--- config.mk ---
export PLATFORM = sky130hd
export DESIGN_NAME = complex_mac_flat
export DESIGN_NICKNAME = d
export VERILOG_FILES = /design/src/rtl/complex_mac_if.sv /design/src/rtl/complex_mac.sv /design/src/flat_wrapper.sv
export SDC_FILE = /design/constraint.sdc
export NUM_CORES = 1
export LEC_CHECK = 0
export BUFFER_PORTS_ARGS = -buffer_cell sky130_fd_sc_hd__buf_2
export CAP_MARGIN = 20
export CELL_PAD_IN_SITES_DETAIL_PLACEMENT = 0
export CELL_PAD_IN_SITES_GLOBAL_PLACEMENT = 1
export CORE_MARGIN = 4
export CORE_UTILIZATION = 51
export CTS_CLUSTER_SIZE = 10
export DETAILED_ROUTE_END_ITERATION = 7
export GPL_TIMING_DRIVEN = 0
export PLACE_DENSITY_LB_ADDON = 0.1
export SETUP_SLACK_MARGIN = 0.15
export SLEW_MARGIN = 40
export SYNTH_ARGS = -nofsm -noshare
export SYNTH_HDL_FRONTEND = slang
export SYNTH_SLANG_ARGS = --single-unit
--- constraint.sdc ---
create_clock -name clk -period 4 [get_ports clk]
set_clock_uncertainty 0.15 [all_clocks]
set_input_delay 0.4 -clock clk [delete_from_list [all_inputs] [get_ports clk]]
set_output_delay 0.4 -clock clk [all_outputs]
set_load 0.005 [all_outputs]
--- src/rtl/complex_mac_if.sv ---
// Handshake bundle for the complex multiply-accumulate block:
// sample input channel and result output channel.
interface complex_mac_if #(
    parameter int W     = 8,
    parameter int ACC_W = 20
);
    logic                    in_valid;
    logic                    in_ready;
    logic signed [W-1:0]     a_re;
    logic signed [W-1:0]     a_im;
    logic signed [W-1:0]     b_re;
    logic signed [W-1:0]     b_im;
    logic                    conj;
    logic                    out_valid;
    logic                    out_ready;
    logic signed [ACC_W-1:0] res_re;
    logic signed [ACC_W-1:0] res_im;
    logic                    ovf;

    modport master (
        output in_valid, a_re, a_im, b_re, b_im, conj, out_ready,
        input  in_ready, out_valid, res_re, res_im, ovf
    );

    modport slave (
        input  in_valid, a_re, a_im, b_re, b_im, conj, out_ready,
        output in_ready, out_valid, res_re, res_im, ovf
    );
endinterface

--- src/rtl/complex_mac.sv ---
// Pipelined complex multiply-accumulate: products, complex terms,
// then a saturating group accumulator that emits one result per N samples.
module complex_mac #(
    parameter int W     = 8,
    parameter int N     = 4,
    parameter int ACC_W = 20
) (
    input  logic         clk,
    input  logic         rst,
    complex_mac_if.slave bus
);
    localparam int PW = 2 * W;
    localparam int TW = 2 * W + 1;
    localparam int CW = (N > 1) ? $clog2(N) : 1;

    localparam logic signed [ACC_W-1:0] MAXV = {1'b0, {(ACC_W-1){1'b1}}};
    localparam logic signed [ACC_W-1:0] MINV = {1'b1, {(ACC_W-1){1'b0}}};

    logic adv;
    logic accept;

    logic                 s1_valid;
    logic                 s1_conj;
    logic signed [PW-1:0] p_rr;
    logic signed [PW-1:0] p_ii;
    logic signed [PW-1:0] p_ir;
    logic signed [PW-1:0] p_ri;

    logic                 s2_valid;
    logic signed [TW-1:0] t_re;
    logic signed [TW-1:0] t_im;

    logic [CW-1:0]           cnt;
    logic signed [ACC_W-1:0] acc_re;
    logic signed [ACC_W-1:0] acc_im;
    logic                    acc_ovf;

    logic                    out_valid;
    logic signed [ACC_W-1:0] res_re;
    logic signed [ACC_W-1:0] res_im;
    logic                    ovf;

    logic signed [PW-1:0]    ar_x, ai_x, br_x, bi_x;
    logic signed [TW-1:0]    rr, ii, ir, ri;
    logic signed [TW-1:0]    re_d, im_d;
    logic signed [ACC_W-1:0] ext_re, ext_im;
    logic signed [ACC_W:0]   sum_re, sum_im;
    logic                    clamp_re, clamp_im;
    logic signed [ACC_W-1:0] nxt_re, nxt_im;
    logic                    grp_ovf;
    logic                    first;
    logic                    last;

    // The whole pipeline freezes only while a result waits unconsumed.
    assign adv           = !(out_valid && !bus.out_ready);
    assign accept        = bus.in_valid && adv;
    assign bus.in_ready  = adv;
    assign bus.out_valid = out_valid;
    assign bus.res_re    = res_re;
    assign bus.res_im    = res_im;
    assign bus.ovf       = ovf;

    // Operand sign extension, cross-term widening and stage-3 saturation.
    always_comb begin
        ar_x   = PW'(bus.a_re);
        ai_x   = PW'(bus.a_im);
        br_x   = PW'(bus.b_re);
        bi_x   = PW'(bus.b_im);
        rr     = TW'(p_rr);
        ii     = TW'(p_ii);
        ir     = TW'(p_ir);
        ri     = TW'(p_ri);
        re_d   = s1_conj ? (rr + ii) : (rr - ii);
        im_d   = s1_conj ? (ir - ri) : (ir + ri);
        ext_re = ACC_W'(t_re);
        ext_im = ACC_W'(t_im);
        first  = (cnt == '0);
        last   = (cnt == CW'(N - 1));
        sum_re = {acc_re[ACC_W-1], acc_re} + {ext_re[ACC_W-1], ext_re};
        sum_im = {acc_im[ACC_W-1], acc_im} + {ext_im[ACC_W-1], ext_im};
        clamp_re = 1'b0;
        clamp_im = 1'b0;
        nxt_re   = ext_re;
        nxt_im   = ext_im;
        if (!first) begin
            clamp_re = sum_re[ACC_W] != sum_re[ACC_W-1];
            clamp_im = sum_im[ACC_W] != sum_im[ACC_W-1];
            nxt_re   = sum_re[ACC_W-1:0];
            nxt_im   = sum_im[ACC_W-1:0];
            if (clamp_re) nxt_re = sum_re[ACC_W] ? MINV : MAXV;
            if (clamp_im) nxt_im = sum_im[ACC_W] ? MINV : MAXV;
        end
        grp_ovf = (first ? 1'b0 : acc_ovf) | clamp_re | clamp_im;
    end

    // Stage-1 data: the four partial products of an accepted sample.
    always_ff @(posedge clk) begin
        if (accept) begin
            p_rr    <= ar_x * br_x;
            p_ii    <= ai_x * bi_x;
            p_ir    <= ai_x * br_x;
            p_ri    <= ar_x * bi_x;
            s1_conj <= bus.conj;
        end
    end

    // Stage-2 data: exact real and imaginary terms.
    always_ff @(posedge clk) begin
        if (adv && s1_valid) begin
            t_re <= re_d;
            t_im <= im_d;
        end
    end

    // Valid bits for stages 1 and 2; bubbles enter as valid = 0.
    always_ff @(posedge clk or posedge rst) begin
        if (rst) begin
            s1_valid <= 1'b0;
            s2_valid <= 1'b0;
        end else if (adv) begin
            s1_valid <= accept;
            s2_valid <= s1_valid;
        end
    end

    // Stage 3: group accumulation and the result register.
    always_ff @(posedge clk or posedge rst) begin
        if (rst) begin
            cnt       <= '0;
            acc_re    <= '0;
            acc_im    <= '0;
            acc_ovf   <= 1'b0;
            res_re    <= '0;
            res_im    <= '0;
            ovf       <= 1'b0;
            out_valid <= 1'b0;
        end else if (adv) begin
            out_valid <= s2_valid && last;
            if (s2_valid) begin
                acc_re  <= nxt_re;
                acc_im  <= nxt_im;
                acc_ovf <= grp_ovf;
                cnt     <= last ? '0 : cnt + CW'(1);
                if (last) begin
                    res_re <= nxt_re;
                    res_im <= nxt_im;
                    ovf    <= grp_ovf;
                end
            end
        end
    end
endmodule

--- src/flat_wrapper.sv ---
// flat-port wrapper written by rule: the top's interface ports become plain ports
module complex_mac_flat 
#(
    parameter int W     = 8,
    parameter int N     = 4,
    parameter int ACC_W = 20
)
  (clk, rst, bus_in_valid, bus_a_re, bus_a_im, bus_b_re, bus_b_im, bus_conj, bus_out_ready, bus_in_ready, bus_out_valid, bus_res_re, bus_res_im, bus_ovf);
  complex_mac_if #(.W(W), .ACC_W(ACC_W)) bus_i ();
  input  logic clk;
  input  logic rst;
  input wire logic [$bits(bus_i.in_valid)-1:0] bus_in_valid;
  input wire logic [$bits(bus_i.a_re)-1:0] bus_a_re;
  input wire logic [$bits(bus_i.a_im)-1:0] bus_a_im;
  input wire logic [$bits(bus_i.b_re)-1:0] bus_b_re;
  input wire logic [$bits(bus_i.b_im)-1:0] bus_b_im;
  input wire logic [$bits(bus_i.conj)-1:0] bus_conj;
  input wire logic [$bits(bus_i.out_ready)-1:0] bus_out_ready;
  output wire logic [$bits(bus_i.in_ready)-1:0] bus_in_ready;
  output wire logic [$bits(bus_i.out_valid)-1:0] bus_out_valid;
  output wire logic [$bits(bus_i.res_re)-1:0] bus_res_re;
  output wire logic [$bits(bus_i.res_im)-1:0] bus_res_im;
  output wire logic [$bits(bus_i.ovf)-1:0] bus_ovf;
  assign bus_i.in_valid = bus_in_valid;
  assign bus_i.a_re = bus_a_re;
  assign bus_i.a_im = bus_a_im;
  assign bus_i.b_re = bus_b_re;
  assign bus_i.b_im = bus_b_im;
  assign bus_i.conj = bus_conj;
  assign bus_i.out_ready = bus_out_ready;
  assign bus_in_ready = bus_i.in_ready;
  assign bus_out_valid = bus_i.out_valid;
  assign bus_res_re = bus_i.res_re;
  assign bus_res_im = bus_i.res_im;
  assign bus_ovf = bus_i.ovf;
  complex_mac #(.W(W), .N(N), .ACC_W(ACC_W)) u_core (.clk(clk), .rst(rst), .bus(bus_i));
endmodule
==> results of run 1 <==
what timing repair did:
action / 4_1_cts / 5_1_grt
cloned: 9 / 0
setup buffers: 97 / 20
resized for setup: 271 / 81
endpoints found under the setup margin: 40 / 42
hold buffers: 2 / 0
pin swaps: 124 / 63
hold endpoints to repair: 42 / 0
state kept, by name, indices dropped and copies added, names as in the netlist, 2 cells and up:
name and flops:
u_core.acc_im 20, u_core.acc_re 20, u_core.bus.res_im 20, u_core.bus.res_re 20, u_core.t_im 17, u_core.t_re 17
u_core.p_ii 16, u_core.p_ir 16, u_core.p_ri 16, u_core.p_rr 16, u_core.cnt 2
cells by family (layout without fill, tap and decap cells):
kind of cell / Yosys count / count (layout) / share of synthesized area, %
AOI/OAI and AO/OA: 369 / 369 / 11.92
xor gates and xnor gates: 130 / 130 / 5.399
adders and majority gates: 416 / 416 / 32.65
buffers and inverters: 441 / 682 / 8.193
DFF: 186 / 186 / 24.42
muxes: 11 / 11 / 0.5814
and+or+nand+nor: 704 / 704 / 16.83
synth_stat cells, types with 6 or more instances:
cell type  instances  share of area, %
inv_1            372               6.6
fa_1             224                21
xnor2_1          105               4.4
a21oi_1          111               2.6
o21ai_0           62               1.5
nand3b_1           6              0.21
or3_1             12              0.36
o21bai_1           8              0.28
nand2b_1          22              0.65
nor3_1            38              0.90
a31oi_1           13              0.39
a21boi_0          11              0.39
o21a_1            15              0.53
nand3_1           35              0.83
edfxtp_1          99                14
nand2_1          165               2.9
a21o_1            18              0.64
and2_1           177               5.3
nor4_1             9              0.27
o31ai_1           35               1.2
dfrtp_1           87                10
nor2_1           164               2.9
nor2b_1           38               1.1
xor2_1            25               1.0
ha_1             192                11
clkbuf_1          60               1.1
a211oi_1           7              0.25
a221oi_1          32               1.3
mux2_2            10              0.53
and3_1             9              0.27
power groups by stage:
| stage | registers [mW] | clock network [mW] | logic (mW) |
|---|---|---|---|
| 6_report | 4.16 | 1.74 | 16.7 |
| 5_1_grt | 4.26 | 1.86 | 18.7 |
| 4_1_cts | 4.15 | 1.79 | 16.1 |
| 3_5_place_dp | 4.19 | 0 | 14.7 |
| 3_3_place_gp | 4.18 | 0 | 14.5 |
| 2_1_floorplan | 3.97 | 0 | 11.4 |
cell usage in the layout, fill, tap and decap left out, types with 19 or more instances in the layout:
master	n
buf_2	51
and2_4	31
edfxtp_1	99
xor2_1	24
nor3_1	35
nor2b_1	29
ha_4	33
o31ai_1	33
buf_4	94
clkbuf_8	21
xnor2_1	101
fa_1	214
dfrtp_1	87
clkbuf_1	24
clkbuf_16	37
buf_6	32
and2_1	145
a21oi_1	98
nand3_1	35
a221oi_1	32
nand2b_1	19
inv_2	37
o21ai_0	47
nand2_1	155
ha_1	155
nor2_1	156
inv_1	333
stage by stage:
stage / setup WS (ns) / TNS (ns) / utilization, % / hold slack (ns) / total power, mW
6_report: -0.2598 / -1.949 / 63.22 / 0.08285 / 22.62
5_1_grt: -0.3560 / -4.369 / 63.22 / 0.07418 / 24.86
4_1_cts: -0.2837 / -1.755 / 62.13 / 0.05777 / 22.08
3_5_place_dp: -1.386 / -26.54 / 55.49 / 0.3006 / 18.93
3_3_place_gp: -1.323 / -26.86 / 55.35 / 0.3060 / 18.69
2_1_floorplan: -0.4933 / -4.397 / - / 0.2995 / 15.38
area by class of cell:
class,count,area [um^2],share of cell area [%]
multi-input combinational,1630,15210,58.94
sequential,186,5150,19.95
timing repair buffer,209,1904,7.377
inverter,372,1404,5.438
buffer,69,877.1,3.398
tap,532,665.6,2.579
clock buffer,21,503.0,1.949
clock inverter,11,95.09,0.3684
layer usage:
| layer | vias up | wire length (um) | share of wire, % | track usage, % |
|---|---|---|---|---|
| met1 | 8125 | 23870 | 44 | 32.96 |
| met4 | 0 | 1796 | 3.3 | 8.641 |
| li1 | 7901 | - | - | - |
| met3 | 71 | 1984 | 3.6 | 2.727 |
| met2 | 339 | 26940 | 49 | 43.76 |
| met5 | - | 0 | 0 | 0 |
worst min-delay path by stage:
stage          depth (start not counted)               endpoint  slack (ns)
3_5_place_dp                           2  u_core.bus.res_re[16]        0.30
2_1_floorplan                          2         u_core.acc_ovf        0.30
3_3_place_gp                           2  u_core.bus.res_re[19]        0.31
4_1_cts                                2        u_core.s1_valid        0.06
6_report                               2        u_core.s1_valid        0.08
5_1_grt                                2        u_core.s1_valid        0.07
==> impl_metrics.json, run 1 <==
{
  "cts_tree": "yes",
  "syn_nets": 2710,
  "rsz0062_at_grt": "yes",
  "clockBufferDepth": 2,
  "finalInstanceArea_um2": 25810,
  "synth_edf_count": 99,
  "crit_chain": "buf_12, clkbuf_16, and2_4, fa_1, inv_2, fa_1, inv_2, fa_1, inv_1, fa_1, inv_2, ha_4, nor2b_4, o21ai_4, a21oi_2, a41o_1, o41ai_2, xnor2_1",
  "seqPwrFrac_pct": 18.4,
  "drt_iter0_markers": 903,
  "worst_pin_slew_ns": 0.7311,
  "synth-seq-cells": 186,
  "relSlewSlack_pct": 51.26,
  "fmax_mhz": 234.8,
  "drt-wirelength-per-cell_um": 18.01,
  "clkTransAtPathRegs_ns": 0.07,
  "worstPathMaxFanout": 5,
  "die_w_um": 211.4,
  "clkPwrFrac_pct": 7.7,
  "vias": 16440,
  "n_fill_cell": 3344,
  "ys.flop_type": "edfxtp_1",
  "startpoint": "bus_a_re[7]",
  "synth_area_um2": 21090,
  "timing.rr.end": "u_core.t_re[16]",
  "maxCapViolCount": 0,
  "power_density_nw_per_um2": 876.2,
  "htree_levels": 4,
  "max_stage_delay_ns": 0.52,
  "ys_seq_area_share_pct": 24.42,
  "synthDistinctLibCells": 81,
  "fin_crit_ns": 4.260,
  "place_inst": 2870,
  "grt_pass1_vias": 17350,
  "finalCritPeriodShare_pct": 106.5,
  "drc": 0,
  "fin_ws_ns": -0.2598,
  "yosys_warnings": 0,
  "hold_class": "in -> reg",
  "hold_violations": 0,
  "clock_latency_ns": 0.46,
  "cp.required_ns": 4.03,
  "ctsRootBufferMaster": "clkbuf_16",
  "antenna_cells": 0,
  "die-area_um2": 44670,
  "postSynthAreaPerCell_um2": 9.344,
  "p_comb_share_pct": 73.9,
  "hp-start": "bus_in_valid",
  "drtAntennaViolNets": 0,
  "internal_power_mw": 12.02,
  "instances_no_fill": 3030,
  "gp_congestion": 0.8990,
  "start_util_pct": 51.65,
  "dieHeight_um": 211.4,
  "r2r_setup_slack_ns": 0.29,
  "port_buffers": 79,
  "outcome": "finished with violations",
  "final_nets": 2938,
  "antenna_found_initial": 0,
  "p_leak_nw": 11.72,
  "cp_top_family": "adder cells",
  "rows": 74,
  "crit_arrival_ns": 4.29,
  "area_growth_pct": 22.40,
  "p_sw_mw": 10.60,
  "grt_use_total_pct": 25.15,
  "syn_inst": 2257,
  "overflow": 0,
  "crit_cells": 18,
  "grt_pass1_wl_mm": 89.60,
  "grt_max_degree": 47,
  "vias_per_cell": 5.424,
  "cts.sinks": 186,
  "r2r_cells": 12,
  "drive_gt1_share_pct": 20.90,
  "endpoint": "u_core.p_rr[15]",
  "wirelength_mm": 54.58,
  "setup_violations": 19,
  "vdd_drop_max_v": 0.0006766,
  "endpoint_kind": "flop",
  "path_class": "in -> reg",
  "switching_share_pct": 46.85,
  "dpl_cell_area_um2": 22660,
  "critPathMostFrequentCell": "fa_1",
  "ioPinCount": 80,
  "maxSlewViolCount": 0,
  "crit_buf_inv": 6,
  "numCtsBuffers": 17,
  "cp-start-kind": "input port",
  "reg2reg_from": "u_core.s1_conj",
  "core_area_um2": 40830,
  "dp_hpwl_mm": 41.85,
  "async_flop_share_pct": 46.77,
  "crit_slowest_cell": "fa_1",
  "violations": "negative setup slack",
  "dr.pass1.iters": 5
}
No activity file was read; power rests on OpenSTA's default activity.
==> run 2: changes to the inputs <==
--- a/config.mk
+++ b/config.mk
@@ -5,12 +5,13 @@
 export SDC_FILE = /design/constraint.sdc
 export NUM_CORES = 1
 export LEC_CHECK = 0
+export ABC_AREA = 1
 export BUFFER_PORTS_ARGS = -buffer_cell sky130_fd_sc_hd__buf_2
 export CAP_MARGIN = 20
 export CELL_PAD_IN_SITES_DETAIL_PLACEMENT = 0
 export CELL_PAD_IN_SITES_GLOBAL_PLACEMENT = 1
 export CORE_MARGIN = 4
-export CORE_UTILIZATION = 51
+export CORE_UTILIZATION = 49
 export CTS_CLUSTER_SIZE = 10
 export DETAILED_ROUTE_END_ITERATION = 7
 export GPL_TIMING_DRIVEN = 0
==> impl_metrics.json, run 2 <==
{
  "outcome": "finished with violations",
  "violations": "negative setup slack",
  "fin_crit_ns": 4.159,
  "r2r_cells": 12,
  "timing.rr.end": "u_core.t_re[11]",
  "seq_area_um2": 5150,
  "startpoint": "bus_a_re[3]",
  "multi_input_area_um2": 15220,
  "synth.area.top_cells": "fa_1 (21%), edfxtp_1 (14%), nand2_1 (13%)",
  "cp-start-kind": "input port",
  "ctsRootBufferMaster": "clkbuf_16",
  "instances_no_fill": 3590,
  "dr.pass1.iters": 5,
  "dpl_cell_area_um2": 23880,
  "vias": 18070,
  "n_fill_cell": 3915,
  "setup_violations": 11,
  "cts.sinks": 186,
  "drt-wirelength-per-cell_um": 16.39,
  "area_growth_pct": 24.31,
  "total_power_mw": 24.36,
  "clockBufferDepth": 2,
  "hold_slack_ns": 0.1476,
  "crit_arrival_ns": 4.28,
  "rows": 76,
  "syn_inst": 2781,
  "numCtsBuffers": 17,
  "hold_violations": 0,
  "wirelength_mm": 58.85,
  "drc": 0,
  "dp_hpwl_mm": 45.56,
  "ys_seq_area_share_pct": 23.67,
  "dieHeight_um": 218.7,
  "yosys_warnings": 0,
  "postSynthAreaPerCell_um2": 7.824,
  "crit_buf_inv": 5,
  "port_buffers": 56,
  "drtAntennaViolNets": 0,
  "finalInstanceArea_um2": 27050,
  "worst_pin_slew_ns": 0.7123,
  "antenna_cells": 0,
  "drt_iter0_markers": 874,
  "relSlewSlack_pct": 52.51,
  "clkTransAtPathRegs_ns": 0.07,
  "critPathMostFrequentCell": "fa_1",
  "r2r_setup_slack_ns": 0.49,
  "endpoint": "u_core.p_rr[15]",
  "path_class": "in -> reg",
  "htree_levels": 4,
  "synth_edf_count": 99,
  "core_area_um2": 43460,
  "vdd_drop_max_v": 0.0006448,
  "synth_commonest_cells": "nand2_1 (754), inv_1 (633), fa_1 (224), ha_1 (192), nor2_1 (128)",
  "crit_cells": 19,
  "overflow": 0,
  "cp_top_family": "adder cells",
  "rsz0062_at_grt": "yes",
  "finalCritPeriodShare_pct": 104.0,
  "grt_pass1_vias": 19040,
  "maxSlewViolCount": 0,
  "ys.flop_type": "edfxtp_1",
  "layout_common_cells": "nand2_1 (709), inv_1 (576), fa_1 (215)",
  "start_util_pct": 50.07,
  "drive_gt1_share_pct": 18.74,
  "power_density_nw_per_um2": 900.4,
  "synth_area_um2": 21760,
  "clock_latency_ns": 0.45,
  "die_w_um": 218.7,
  "die-area_um2": 47840,
  "reg2reg_from": "u_core.s1_conj",
  "place_inst": 3426,
  "async_flop_share_pct": 46.77,
  "grt_max_degree": 58,
  "grt_pass1_wl_mm": 96.97,
  "vias_per_cell": 5.032,
  "maxCapViolCount": 0,
  "synth_top_area_share_pct": 20.61,
  "synth_most_common_cell": "nand2_1",
  "fmax_mhz": 240.4,
  "antenna_found_initial": 0,
  "ioPinCount": 80,
  "crit_slowest_cell": "fa_1",
  "crit_chain": "clkbuf_16, clkbuf_16, nand2_1, inv_2, fa_1, fa_1, fa_1, inv_2, fa_1, inv_2, ha_4, a21oi_4, o21ai_2, a21oi_2, o21ai_2, a21oi_2, nor2_1, nor2_2, xor2_2",
  "hold_class": "in -> reg",
  "synthDistinctLibCells": 42,
  "fin_ws_ns": -0.1589,
  "max_stage_delay_ns": 0.54,
  "layout_commonest_cell": "nand2_1",
  "yosysTopAreaCell": "fa_1",
  "worstPathMaxFanout": 8,
  "endpoint_kind": "flop",
  "gp_congestion": 0.9066,
  "syn_nets": 3234,
  "grt_use_total_pct": 25.41,
  "cts_tree": "yes",
  "synth-seq-cells": 186,
  "final_nets": 3445,
  "p_leak_nw": 14.47,
  "cp.required_ns": 4.12
}
==> run 2: cell count changes after synthesis, moves of 18 or more <==
cell,before,now
xnor2_1,105,55
nand3_1,35,122
nor2b_1,38,0
and2_1,177,3
nor3_1,38,17
clkbuf_1,60,78
nand2_1,165,754
xor2_1,25,99
nor2_1,164,128
o31ai_1,35,4
nand2b_1,22,0
a221oi_1,32,0
inv_1,372,633
==> run 2: timing repair <==
action                                  CTS  global route
setup buffers                            97            28
cloned                                    4             1
endpoints found under the hold margin    31             0
hold buffers                              2             0
resized for setup                       222           104
endpoints found under the setup margin   48            31
pin swaps                               115           103
==> run 2: through the flow <==
stage	setup WS (ns)	utilization [%]	TNS (ns)
floorplan	-0.4265	-	-3.639
global placement	-1.091	54.71	-26.16
detailed placement	-1.120	54.96	-27.48
CTS	-0.1243	60.96	-0.4601
global route	-0.2858	62.25	-2.770
finish	-0.1589	62.25	-0.8699
==> run 2: layout make-up <==
class | instances | share of cell area (%)
plain buffers | 86 | 4.894
inverters | 636 | 8.890
repair buffers | 192 | 6.078
clock buffers | 18 | 1.587
flip-flops and latches | 186 | 19.04
well taps | 585 | 2.706
multi-input cells | 1873 | 56.27
clock inverters | 14 | 0.5412
==> run 2: how the worst min path moves through the flow <==
stage,startpoint,to,slack (ns),cells after the start
floorplan,u_core.acc_ovf,u_core.acc_ovf,0.30,2
global placement,u_core.bus.res_re[13],u_core.bus.res_re[13],0.31,2
detailed placement,rst,u_core.bus.ovf,0.25,2
CTS,bus_b_re[0],u_core.p_ir[0],0.12,3
global route,bus_b_re[0],u_core.p_ir[0],0.13,3
finish,bus_b_re[0],u_core.p_ir[0],0.15,3
==> run 2: worst reg2reg max path: cells and delay by family, from the launching register on <==
kind                       cells  cell delay, ns
AOI/OAI and AO/OA              5            1.22
buffers and inverters          3            0.90
DFF                            1            0.33
adders and majority gates      1            0.30
and+or+nand+nor                2            0.19
xor gates and xnor gates       1            0.17
==> run 2: metal layers <==
metal  vias up  share of wire [%]  GRT usage (%)
li1       8853                  -              -
met1      8748                 43          32.90
met2       392                 49          44.58
met3        73                4.5          3.351
met4         0                3.2          7.605
met5         -                  0              0
==> run 2: report_power, final <==
part / switching [mW] / leakage [nW] / internal (mW)
sequential: 0.583 / 2.05 / 3.51
clock: 0.839 / 0.282 / 0.838
combinational: 10.9 / 12.1 / 7.73
==> run 2: cell families after synthesis <==
family | synth area share [%]
adders and majority gates | 31.65
xor gates and xnor gates | 6.199
buffers and inverters | 12.55
DFF | 23.67
AOI/OAI and AO/OA | 5.882
and+or+nand+nor | 20.06
==> run 3: changes to the inputs <==
--- a/config.mk
+++ b/config.mk
@@ -16,7 +16,7 @@
 export DETAILED_ROUTE_END_ITERATION = 7
 export GPL_TIMING_DRIVEN = 0
 export PLACE_DENSITY_LB_ADDON = 0.1
-export SETUP_SLACK_MARGIN = 0.15
+export SETUP_SLACK_MARGIN = 0.02
 export SLEW_MARGIN = 40
 export SYNTH_ARGS = -nofsm -noshare
 export SYNTH_HDL_FRONTEND = slang
==> impl_metrics.json, run 3 (synthesized netlist as in run 2, its figures left out) <==
{
  "outcome": "finished with violations",
  "violations": "negative setup slack",
  "hold_violations": 0,
  "clock_latency_ns": 0.46,
  "rsz0062_at_grt": "yes",
  "overflow": 0,
  "worst_pin_slew_ns": 0.6694,
  "grt_pass1_wl_mm": 94.74,
  "seq_area_um2": 5150,
  "drt-wirelength-per-cell_um": 16.56,
  "setup_violations": 13,
  "rows": 76,
  "ioPinCount": 80,
  "cp.required_ns": 4.04,
  "drc": 0,
  "dp_hpwl_mm": 45.05,
  "n_fill_cell": 3833,
  "endpoint_kind": "flop",
  "path_class": "in -> reg",
  "relSlewSlack_pct": 55.37,
  "multi_input_area_um2": 15160,
  "power_density_nw_per_um2": 891.8,
  "worstPathMaxFanout": 7,
  "gp_congestion": 0.8939,
  "cts.sinks": 186,
  "final_nets": 3436,
  "hold_slack_ns": 0.1180,
  "drtAntennaViolNets": 0,
  "grt_max_degree": 56,
  "die_w_um": 218.7,
  "clockBufferDepth": 2,
  "dr.pass1.iters": 5,
  "p_sw_mw": 12.17,
  "hold_class": "in -> reg",
  "cts_tree": "yes",
  "vdd_drop_max_v": 0.0005168,
  "antenna_cells": 0,
  "vias_per_cell": 5.047,
  "ctsRootBufferMaster": "clkbuf_16",
  "die-area_um2": 47840,
  "fin_ws_ns": -0.2034,
  "wirelength_mm": 59.29,
  "fmax_mhz": 237.9,
  "layout_common_cells": "nand2_1 (711), inv_1 (570), fa_1 (209)",
  "grt_use_total_pct": 24.91,
  "area_growth_pct": 23.35,
  "core_area_um2": 43460,
  "fin_crit_ns": 4.203,
  "layout_commonest_cell": "nand2_1",
  "finalCritPeriodShare_pct": 105.1,
  "place_inst": 3425,
  "internal_power_mw": 11.77,
  "p_comb_share_pct": 76.1,
  "cp-start-kind": "input port",
  "total_power_mw": 23.94,
  "antenna_found_initial": 0,
  "maxSlewViolCount": 0,
  "crit_arrival_ns": 4.25,
  "grt_pass1_vias": 18430,
  "vias": 18070,
  "seqPwrFrac_pct": 17.1,
  "maxCapViolCount": 0,
  "p_leak_nw": 14.36,
  "switching_share_pct": 50.84,
  "htree_levels": 4,
  "clkTransAtPathRegs_ns": 0.08,
  "post-route-util_pct": 61.76,
  "numCtsBuffers": 17,
  "clkPwrFrac_pct": 6.8,
  "instances_no_fill": 3581,
  "start_util_pct": 50.07,
  "drive_gt1_share_pct": 18.29,
  "port_buffers": 56,
  "dieHeight_um": 218.7,
  "drt_iter0_markers": 1203
}
==> run 3: layer usage <==
layer	GRT usage, %	vias up	share of wire, %
li1	-	8843	-
met1	32.92	8712	43
met2	42.78	420	49
met3	3.351	98	4.5
met4	7.668	0	3.2
met5	0	-	0
==> run 3: timing repair <==
action | CTS | global route
hold endpoints to repair | 55 | 0
setup buffers | 78 | 46
endpoints found under the setup margin | 33 | 24
gates cloned | 2 | 2
pin swaps | 85 | 111
resized for setup | 167 | 180
hold buffers | 2 | 0
==> run 3: power by group through the flow <==
stage / clock network, mW / registers (mW) / logic [mW]
final: 1.63 / 4.09 / 18.2
after detailed placement: 0 / 4.11 / 15.8
after global routing: 1.74 / 4.19 / 20.4
after CTS: 1.68 / 4.09 / 16.8
after floorplan: 0 / 3.95 / 12.0
after global placement: 0 / 4.12 / 15.5
==> run 3: worst paths after layout <==
path | startpoint | endpoint | slack [ns] | cells past startpoint
max in group asynchronous | rst | u_core.bus.res_im[4] | 2.71 | 4
min | bus_b_re[0] | u_core.p_ir[0] | 0.12 | 3
max | bus_b_re[2] | u_core.p_rr[12] | -0.20 | 22
min reg2reg | u_core.bus.res_re[14] | u_core.bus.res_re[14] | 0.33 | 2
min in group asynchronous | rst | u_core.bus.res_re[1] | 0.41 | 3
max reg2reg | u_core.p_ii[0] | u_core.t_re[15] | 0.42 | 15
==> run 3: cell type report <==
class	count	area share (%)
buffer	83	4.704
clock buffer	20	1.627
clock inverter	12	0.4149
inverter	636	9.043
multi-input combinational	1873	56.49
sequential	186	19.19
tap	585	2.727
timing repair buffer	186	5.808
==> run 3: worst max-delay path, stage by stage <==
cell and delay, ns:
clkbuf_16 0.15, clkbuf_16 0.17, nand2_4 0.07, inv_2 0.04, fa_1 0.54, inv_2 0.04, fa_1 0.52, inv_1 0.05
fa_1 0.49, inv_2 0.04, fa_1 0.49, inv_2 0.05, ha_4 0.25, a21oi_4 0.14, o21ai_2 0.07, nand2_1 0.07
nand2_2 0.06, a21oi_2 0.15, inv_1 0.07, a21oi_2 0.13, o21ai_2 0.07, xor2_2 0.17
==> run 3: per-stage QoR <==
step | area (um^2) | TNS [ns] | setup WS (ns)
after CTS | 25890 | -0.5979 | -0.2036
after global routing | 26840 | -2.726 | -0.3175
after floorplan | 22720 | -3.542 | -0.4266
final | 26840 | -1.249 | -0.2034
after global placement | 23730 | -22.43 | -1.019
after detailed placement | 23810 | -22.63 | -1.042
